===== src/rtl/multicycle_alu_if.sv =====
// multicycle_alu_if
//   Groups the request/response signals of multicycle_alu.
//   Request:  Start, Op[2:0], Src_A, Src_B, C_Flag
//   Response: Busy, Done, Result, Result_Hi, ALUFlags {N,Z,C,V}
//   Modports: master (drives requests), slave (the ALU).
interface multicycle_alu_if #(
    parameter int WIDTH = 32
);
    logic             Start;
    logic [2:0]       Op;
    logic [WIDTH-1:0] Src_A;
    logic [WIDTH-1:0] Src_B;
    logic             C_Flag;
    logic             Busy;
    logic             Done;
    logic [WIDTH-1:0] Result;
    logic [WIDTH-1:0] Result_Hi;
    logic [3:0]       ALUFlags;

    modport master (
        output Start, Op, Src_A, Src_B, C_Flag,
        input  Busy, Done, Result, Result_Hi, ALUFlags
    );

    modport slave (
        input  Start, Op, Src_A, Src_B, C_Flag,
        output Busy, Done, Result, Result_Hi, ALUFlags
    );
endinterface


===== src/rtl/multicycle_alu.sv =====
// multicycle_alu
//   ALU with single-cycle ADD/SUB/AND/ORR/ADC/BIC and iterative MUL/DIV
//   (one bit per cycle, WIDTH iterations).
//   Ports:
//     CLK   - clock, rising edge
//     RESET - synchronous active-high reset
//     bus   - multicycle_alu_if.slave (Start/Op/Src_A/Src_B/C_Flag in,
//             Busy/Done/Result/Result_Hi/ALUFlags out, all registered)
//   Configuration:
//     MULTICYCLE_ALU_DIV_EN - when defined, Op 111 is a restoring divider;
//     otherwise Op 111 completes in one cycle with zero results, flags 0101.
module multicycle_alu #(
    parameter int WIDTH = 32
) (
    input  logic            CLK,
    input  logic            RESET,
    multicycle_alu_if.slave bus
);
    localparam int CNT_W = $clog2(WIDTH + 1);

    localparam logic [2:0] OP_ADD = 3'b000;
    localparam logic [2:0] OP_SUB = 3'b001;
    localparam logic [2:0] OP_AND = 3'b010;
    localparam logic [2:0] OP_ORR = 3'b011;
    localparam logic [2:0] OP_ADC = 3'b100;
    localparam logic [2:0] OP_BIC = 3'b101;
    localparam logic [2:0] OP_MUL = 3'b110;
    localparam logic [2:0] OP_DIV = 3'b111;

    typedef enum logic [1:0] {
        S_IDLE    = 2'd0,
        S_COMPUTE = 2'd1,
        S_DONE    = 2'd2
    } state_t;

    state_t           state_r, state_nx_s;
    logic             busy_r, done_r;
    logic             accept_s, multi_s, last_s;
    logic [2:0]       op_r;
    logic [WIDTH-1:0] a_r;
    logic [WIDTH-1:0] hi_r, lo_r;
    logic [CNT_W-1:0] cnt_r;
    logic [WIDTH-1:0] result_r, result_hi_r;
    logic [3:0]       flags_r;

    // single-cycle datapath
    logic [WIDTH-1:0] b_eff_s, alu_res_s;
    logic [WIDTH:0]   sum_s;
    logic             cin_s, alu_c_s, alu_v_s;

    // iteration datapath
    logic [WIDTH:0]   mul_sum_s;
    logic [WIDTH-1:0] step_hi_s, step_lo_s;
    logic             step_v_s;

`ifdef MULTICYCLE_ALU_DIV_EN
    logic [WIDTH-1:0] b_r;
    logic [WIDTH:0]   div_diff_s;
    logic             q_bit_s;
    assign multi_s = (bus.Op == OP_MUL) || (bus.Op == OP_DIV);
`else
    assign multi_s = (bus.Op == OP_MUL);
`endif

    // Counter runs 0..WIDTH-1 during COMPUTE; the last iteration also retires.
    assign last_s = (cnt_r == CNT_W'(WIDTH - 1));

    // Next-state decode: Start is only honoured outside COMPUTE.
    always_comb begin
        state_nx_s = state_r;
        accept_s   = 1'b0;
        case (state_r)
            S_IDLE, S_DONE: begin
                if (bus.Start) begin
                    accept_s = 1'b1;
                    if (multi_s) begin
                        state_nx_s = S_COMPUTE;
                    end else begin
                        state_nx_s = S_DONE;
                    end
                end else begin
                    state_nx_s = S_IDLE;
                end
            end
            S_COMPUTE: begin
                if (last_s) begin
                    state_nx_s = S_DONE;
                end else begin
                    state_nx_s = S_COMPUTE;
                end
            end
            default: state_nx_s = S_IDLE;
        endcase
    end

    // State register with Busy/Done registered from the next state.
    always_ff @(posedge CLK) begin
        if (RESET) begin
            state_r <= S_IDLE;
            busy_r  <= 1'b0;
            done_r  <= 1'b0;
        end else begin
            state_r <= state_nx_s;
            busy_r  <= (state_nx_s == S_COMPUTE);
            done_r  <= (state_nx_s == S_DONE);
        end
    end

    // Single-cycle ops resolve from the live operands on the accepting edge,
    // so the carry-in is consumed there and needs no storage afterwards.
    always_comb begin
        b_eff_s   = bus.Src_B;
        cin_s     = 1'b0;
        alu_res_s = {WIDTH{1'b0}};
        alu_c_s   = 1'b0;
        alu_v_s   = 1'b0;
        case (bus.Op)
            OP_SUB: begin
                b_eff_s = ~bus.Src_B;
                cin_s   = 1'b1;
            end
            OP_ADC:  cin_s = bus.C_Flag;
            default: cin_s = 1'b0;
        endcase
        sum_s = {1'b0, bus.Src_A} + {1'b0, b_eff_s} + {{WIDTH{1'b0}}, cin_s};
        case (bus.Op)
            OP_ADD, OP_SUB, OP_ADC: begin
                alu_res_s = sum_s[WIDTH-1:0];
                alu_c_s   = sum_s[WIDTH];
                // Overflow: like-signed addends producing a different sign.
                alu_v_s   = (bus.Src_A[WIDTH-1] == b_eff_s[WIDTH-1]) &&
                            (sum_s[WIDTH-1] != bus.Src_A[WIDTH-1]);
            end
            OP_AND:  alu_res_s = bus.Src_A & bus.Src_B;
            OP_ORR:  alu_res_s = bus.Src_A | bus.Src_B;
            OP_BIC:  alu_res_s = bus.Src_A & ~bus.Src_B;
`ifndef MULTICYCLE_ALU_DIV_EN
            OP_DIV:  alu_v_s   = 1'b1;
`endif
            default: alu_res_s = {WIDTH{1'b0}};
        endcase
    end

    // One MUL (shift-add, right shifting) or DIV (restoring) iteration.
    // MUL: hi accumulates, lo starts as the multiplier and fills with product.
    // DIV: lo starts as the dividend and fills with quotient, hi is remainder.
    always_comb begin
        mul_sum_s = {1'b0, hi_r} + (lo_r[0] ? {1'b0, a_r} : {(WIDTH+1){1'b0}});
        step_hi_s = hi_r;
        step_lo_s = lo_r;
        step_v_s  = 1'b0;
`ifdef MULTICYCLE_ALU_DIV_EN
        div_diff_s = {hi_r, lo_r[WIDTH-1]} - {1'b0, b_r};
        q_bit_s    = ~div_diff_s[WIDTH];
`endif
        if (op_r == OP_MUL) begin
            step_hi_s = mul_sum_s[WIDTH:1];
            step_lo_s = {mul_sum_s[0], lo_r[WIDTH-1:1]};
            step_v_s  = (mul_sum_s[WIDTH:1] != {WIDTH{1'b0}});
        end else begin
`ifdef MULTICYCLE_ALU_DIV_EN
            // Divide by zero falls out naturally: all-ones quotient, remainder A.
            step_hi_s = q_bit_s ? div_diff_s[WIDTH-1:0]
                                : {hi_r[WIDTH-2:0], lo_r[WIDTH-1]};
            step_lo_s = {lo_r[WIDTH-2:0], q_bit_s};
            step_v_s  = (b_r == {WIDTH{1'b0}});
`else
            step_hi_s = hi_r;
            step_lo_s = lo_r;
            step_v_s  = 1'b0;
`endif
        end
    end

    // Operand latch, iteration registers and result registers.
    always_ff @(posedge CLK) begin
        if (RESET) begin
            op_r        <= 3'b000;
            a_r         <= {WIDTH{1'b0}};
`ifdef MULTICYCLE_ALU_DIV_EN
            b_r         <= {WIDTH{1'b0}};
`endif
            hi_r        <= {WIDTH{1'b0}};
            lo_r        <= {WIDTH{1'b0}};
            cnt_r       <= {CNT_W{1'b0}};
            result_r    <= {WIDTH{1'b0}};
            result_hi_r <= {WIDTH{1'b0}};
            flags_r     <= 4'b0000;
        end else if (accept_s) begin
            op_r  <= bus.Op;
            a_r   <= bus.Src_A;
`ifdef MULTICYCLE_ALU_DIV_EN
            b_r   <= bus.Src_B;
`endif
            hi_r  <= {WIDTH{1'b0}};
            lo_r  <= (bus.Op == OP_MUL) ? bus.Src_B : bus.Src_A;
            cnt_r <= {CNT_W{1'b0}};
            if (!multi_s) begin
                result_r    <= alu_res_s;
                result_hi_r <= {WIDTH{1'b0}};
                flags_r     <= {alu_res_s[WIDTH-1], (alu_res_s == {WIDTH{1'b0}}),
                                alu_c_s, alu_v_s};
            end
        end else if (state_r == S_COMPUTE) begin
            hi_r  <= step_hi_s;
            lo_r  <= step_lo_s;
            cnt_r <= cnt_r + CNT_W'(1);
            if (last_s) begin
                result_r    <= step_lo_s;
                result_hi_r <= step_hi_s;
                flags_r     <= {step_lo_s[WIDTH-1], (step_lo_s == {WIDTH{1'b0}}),
                                1'b0, step_v_s};
            end
        end
    end

    assign bus.Busy      = busy_r;
    assign bus.Done      = done_r;
    assign bus.Result    = result_r;
    assign bus.Result_Hi = result_hi_r;
    assign bus.ALUFlags  = flags_r;
endmodule


===== src/flat_wrapper.sv =====
// flat-port wrapper written by rule: the top's interface ports become plain ports
module multicycle_alu_flat 
#(
    parameter int WIDTH = 32
)
  (CLK, RESET, bus_Start, bus_Op, bus_Src_A, bus_Src_B, bus_C_Flag, bus_Busy, bus_Done, bus_Result, bus_Result_Hi, bus_ALUFlags);
  multicycle_alu_if #(.WIDTH(WIDTH)) bus_i ();
  input  logic CLK;
  input  logic RESET;
  input wire logic [$bits(bus_i.Start)-1:0] bus_Start;
  input wire logic [$bits(bus_i.Op)-1:0] bus_Op;
  input wire logic [$bits(bus_i.Src_A)-1:0] bus_Src_A;
  input wire logic [$bits(bus_i.Src_B)-1:0] bus_Src_B;
  input wire logic [$bits(bus_i.C_Flag)-1:0] bus_C_Flag;
  output wire logic [$bits(bus_i.Busy)-1:0] bus_Busy;
  output wire logic [$bits(bus_i.Done)-1:0] bus_Done;
  output wire logic [$bits(bus_i.Result)-1:0] bus_Result;
  output wire logic [$bits(bus_i.Result_Hi)-1:0] bus_Result_Hi;
  output wire logic [$bits(bus_i.ALUFlags)-1:0] bus_ALUFlags;
  assign bus_i.Start = bus_Start;
  assign bus_i.Op = bus_Op;
  assign bus_i.Src_A = bus_Src_A;
  assign bus_i.Src_B = bus_Src_B;
  assign bus_i.C_Flag = bus_C_Flag;
  assign bus_Busy = bus_i.Busy;
  assign bus_Done = bus_i.Done;
  assign bus_Result = bus_i.Result;
  assign bus_Result_Hi = bus_i.Result_Hi;
  assign bus_ALUFlags = bus_i.ALUFlags;
  multicycle_alu #(.WIDTH(WIDTH)) u_core (.CLK(CLK), .RESET(RESET), .bus(bus_i));
endmodule

===== config.mk =====
export PLATFORM = sky130hd
export DESIGN_NAME = multicycle_alu_flat
export DESIGN_NICKNAME = d
export VERILOG_FILES = /design/src/rtl/multicycle_alu_if.sv /design/src/rtl/multicycle_alu.sv /design/src/flat_wrapper.sv
export SDC_FILE = /design/constraint.sdc
export NUM_CORES = 1
export LEC_CHECK = 0
export BUFFER_PORTS_ARGS = -buffer_cell sky130_fd_sc_hd__buf_2
export CORE_ASPECT_RATIO = 0.7
export CORE_UTILIZATION = 25
export DETAILED_ROUTE_END_ITERATION = 12
export PLACE_DENSITY = 0.48
export SLEW_MARGIN = 20
export SYNTH_ARGS = -nofsm -noshare
export SYNTH_HDL_FRONTEND = slang
export SYNTH_SLANG_ARGS = --single-unit
export TNS_END_PERCENT = 20

===== constraint.sdc =====
create_clock -name CLK -period 9.4 [get_ports CLK]
set_clock_uncertainty 0.05 [all_clocks]
set_input_delay 1.88 -clock CLK [delete_from_list [all_inputs] [get_ports CLK]]
set_output_delay 1.88 -clock CLK [all_outputs]
set_load 0.02 [all_outputs]

==> impl_metrics.yaml <==
cts:
  clkLatencyLatePin_ps: 470
  h-tree-depth: 4
  cts_tree: "done"
  holdBufCountCts: 0
  cts_setup_buffers: 0
  cts_max_path_buffers: 2
  cts_resized: 0
  cts-root-buf: "clkbuf_16"
  cts_buffers: 17
  cts_sinks: 176
  cts.clk_slew.worst_paths_ps: 80
routing:
  drc: 0
  vias: 14200
  wire_per_inst_um: 20.4
  drt_iter0_markers: 1290
  drt-pass1-iter-count: 5
  via_per_inst: 5.34
  ant_nets: 0
  routed_wl_um: 54500
synth:
  netlist_area_mm2: 0.0135
  yosysWarnings: 0
  synth-edff-count: 0
  ys_types: 86
  ys_async_sr_fraction_pct: 0
  synthFlopType: "dfxtp_1"
  ys_seq_elements: 176
  synth_nets: 2011
  synth_top_area_share_pct: 26.2
  synthMostInstantiatedCell: "nand2_1"
  synth_area_leaders: "dfxtp_1 (26%), nand2_1 (9.1%), a21oi_1 (7.7%), nor2_1 (6.0%), ha_1 (5.9%)"
  netlist_top_cells_count: "nand2_1 (328), nor2_1 (217), a21oi_1 (207)"
  synth_area_per_cell_um2: 7.19
  yosysTopAreaCell: "dfxtp_1"
  synth_cells: 1873
  ys_seq_area_share_pct: 26.2
setup_path:
  crit_chain: "buf_2 -> nand2b_1 -> nor2_4 -> buf_4 -> xnor2_1 -> fa_1 -> fa_1 -> nand2b_1 -> a21oi_2 -> o21ai_0 -> o2111ai_1 -> nand3_1 -> nor4_2 -> nand4_1 -> nor4_1 -> nand4_1 -> o31ai_2"
  critPathKind: "input port to register"
  slowest_stage: "nor4_1"
  cp-end-kind: "register"
  max_stage_delay_ps: 510
  worstSetupStartpointType: "input port"
  crit_fanout: 32
  worstPathArrival_ps: 6540
  worstPathRequired_ps: 9730
floorplanning:
  dieArea_mm2: 0.0548
  initial_core_util_pct: 25.5
  core_area_mm2: 0.0527
  rows: 70
  die_w_um: 279
  die_y_um: 196
  num_io_pins: 141
timing:
  slew_viol_final: 0
  clock.fmax_ghz: 0.161
  worst_pin_slew_ps: 1120
  hold_viol: 0
  setup_viol: 0
  finalCriticalPeriod_ps: 6220
  setup_tns_ps: 0
  finalCritPeriodShare_pct: 66.1
  slew_headroom_pct: 24.8
  rsz0062_at_grt: "no"
global_routing:
  grt_pass1_wl_um: 82900
  track_usage_pct: 19.7
  grt_max_degree: 75
  antenna_found_initial: 5
  grt_pass1_vias: 13200
  grt-ovfl-total: 0
power_and_ir_drop:
  switching_share_pct: 36.8
  power_frac_comb_pct: 26.3
  netSwitchingPower_mw: 0.781
  pwr-share-seq_pct: 38.0
  power.density_mw_per_mm2: 137
  leakagePower_nw: 6.19
  ir_worst_vdd_mv: 0.0746
  clkPwrFrac_pct: 35.6
  p_int_mw: 1.34
layout:
  fillers: 5811
  area_growth_pct: 14.6
  nets: 2069
  seq_area_mm2: 0.00352
  final_util_pct: 29.3
  drive_above_1_share_pct: 12.5
  instances_no_fill: 2668
  multi_input_area_mm2: 0.00938
place:
  dpl.cell_count: 2632
  routabilityCongestion: 0.896
  dp_hpwl_um: 41900
  io_buffer_count: 140
run:
  cap_violations: 0
hold_path:
  min_path_type: "register to register"
outcome:
  outcome: "complete, no violations"
worst paths after layout:
kind | startpoint | endpoint | slack (ps) | cells after the start
min reg2reg | u_core.bus.Result[5]$_SDFFE_PP0P_ | u_core.bus.Result[5]$_SDFFE_PP0P_ | 400 | 2
min | u_core.bus.Result[5]$_SDFFE_PP0P_ | u_core.bus.Result[5]$_SDFFE_PP0P_ | 400 | 2
max reg2reg | u_core.lo_r[0]$_SDFFE_PP0P_ | u_core.bus.ALUFlags[0]$_SDFFE_PP0P_ | 5220 | 13
max | bus_Op[2] | u_core.bus.ALUFlags[2]$_SDFFE_PP0P_ | 3180 | 17
flip-flops by register name, summed over array words and instances, names as in the netlist:
register              cells
u_core.a_r               32
u_core.bus.Result        32
u_core.bus.Result_Hi     32
u_core.hi_r              32
u_core.lo_r              32
u_core.cnt_r              6
u_core.bus.ALUFlags       3
u_core.op_r               3
u_core.state_r            2
u_core.bus.Busy           1
u_core.bus.Done           1
power by group through the flow:
stage                     Combinational (mW)  Clock, mW  Sequential (mW)
after floorplan                        0.364          0            0.823
after global placement                 0.546          0            0.822
final                                  0.558      0.755            0.806
after CTS                              0.549      0.775            0.805
after global routing                   0.606      0.805            0.810
after detailed placement               0.546          0            0.822
critical path: cells and delay by family:
family | cells | cell delay (ps)
adders and majority gates | 2 | 890
buffers and inverters | 2 | 680
xor gates and xnor gates | 1 | 160
AOI/OAI and AO/OA | 4 | 990
and+or+nand+nor | 8 | 1930
cells in the final DEF (no fill, tap or decap), types with 6 or more instances in the layout:
cell type,n
nand2_1,328
nor2_1,212
a21oi_1,206
dfxtp_1,175
buf_2,139
o21ai_0,69
ha_1,64
xor2_1,45
and2_1,43
a211oi_1,42
xnor2_1,36
nand3_1,35
inv_1,34
mux2i_1,32
a31oi_1,31
a21o_1,30
nor3_1,29
maj3_1,28
buf_4,24
o211ai_1,18
nand4_1,17
clkbuf_16,17
nor3b_1,16
and3_1,14
o21a_1,14
o21ai_1,13
a221oi_1,13
or3_1,13
nor4_1,13
a32oi_1,11
nand2b_1,10
o31ai_1,9
a311oi_1,8
mux2_2,8
o31a_1,8
a211o_1,7
o211a_1,7
a21oi_2,6
o21bai_1,6
a32o_1,6
through the flow:
stage                     area (um^2)  hold slack, ps  power (mW)  setup slack, ps
after floorplan                 13500             382        1.19             2890
after global placement          14800             392        1.37             2840
after detailed placement        14800             394        1.37             2770
after CTS                       15400             405        2.13             3260
after global routing            15400             423        2.22             2980
final                           15400             402        2.12             3180
per-layer routing:
layer	GRT usage [%]	part of all wire, %
met1	30.4	51
met2	28.1	41
met3	3.49	6.9
met4	3.04	0.86
met5	0	0.039
layout make-up:
cell class	instances	share of cell area, %
sequential	176	22.8
clock buffer	17	2.75
clock inverter	15	1.30
tap	720	5.83
timing repair buffer	163	5.67
multi-input combinational	1539	60.7
inverter	34	0.826
antenna	4	0.0648
cells by family after synthesis:
family                     after synthesis  share of synthesized area (%)
buffers and inverters                  158                           4.62
muxes                                   40                           3.05
AOI/OAI and AO/OA                      555                           26.9
DFF                                    176                           26.2
adders and majority gates               95                           8.47
xor gates and xnor gates                81                           5.27
and+or+nand+nor                        768                           25.5
(Power assumes the default switching activity.)
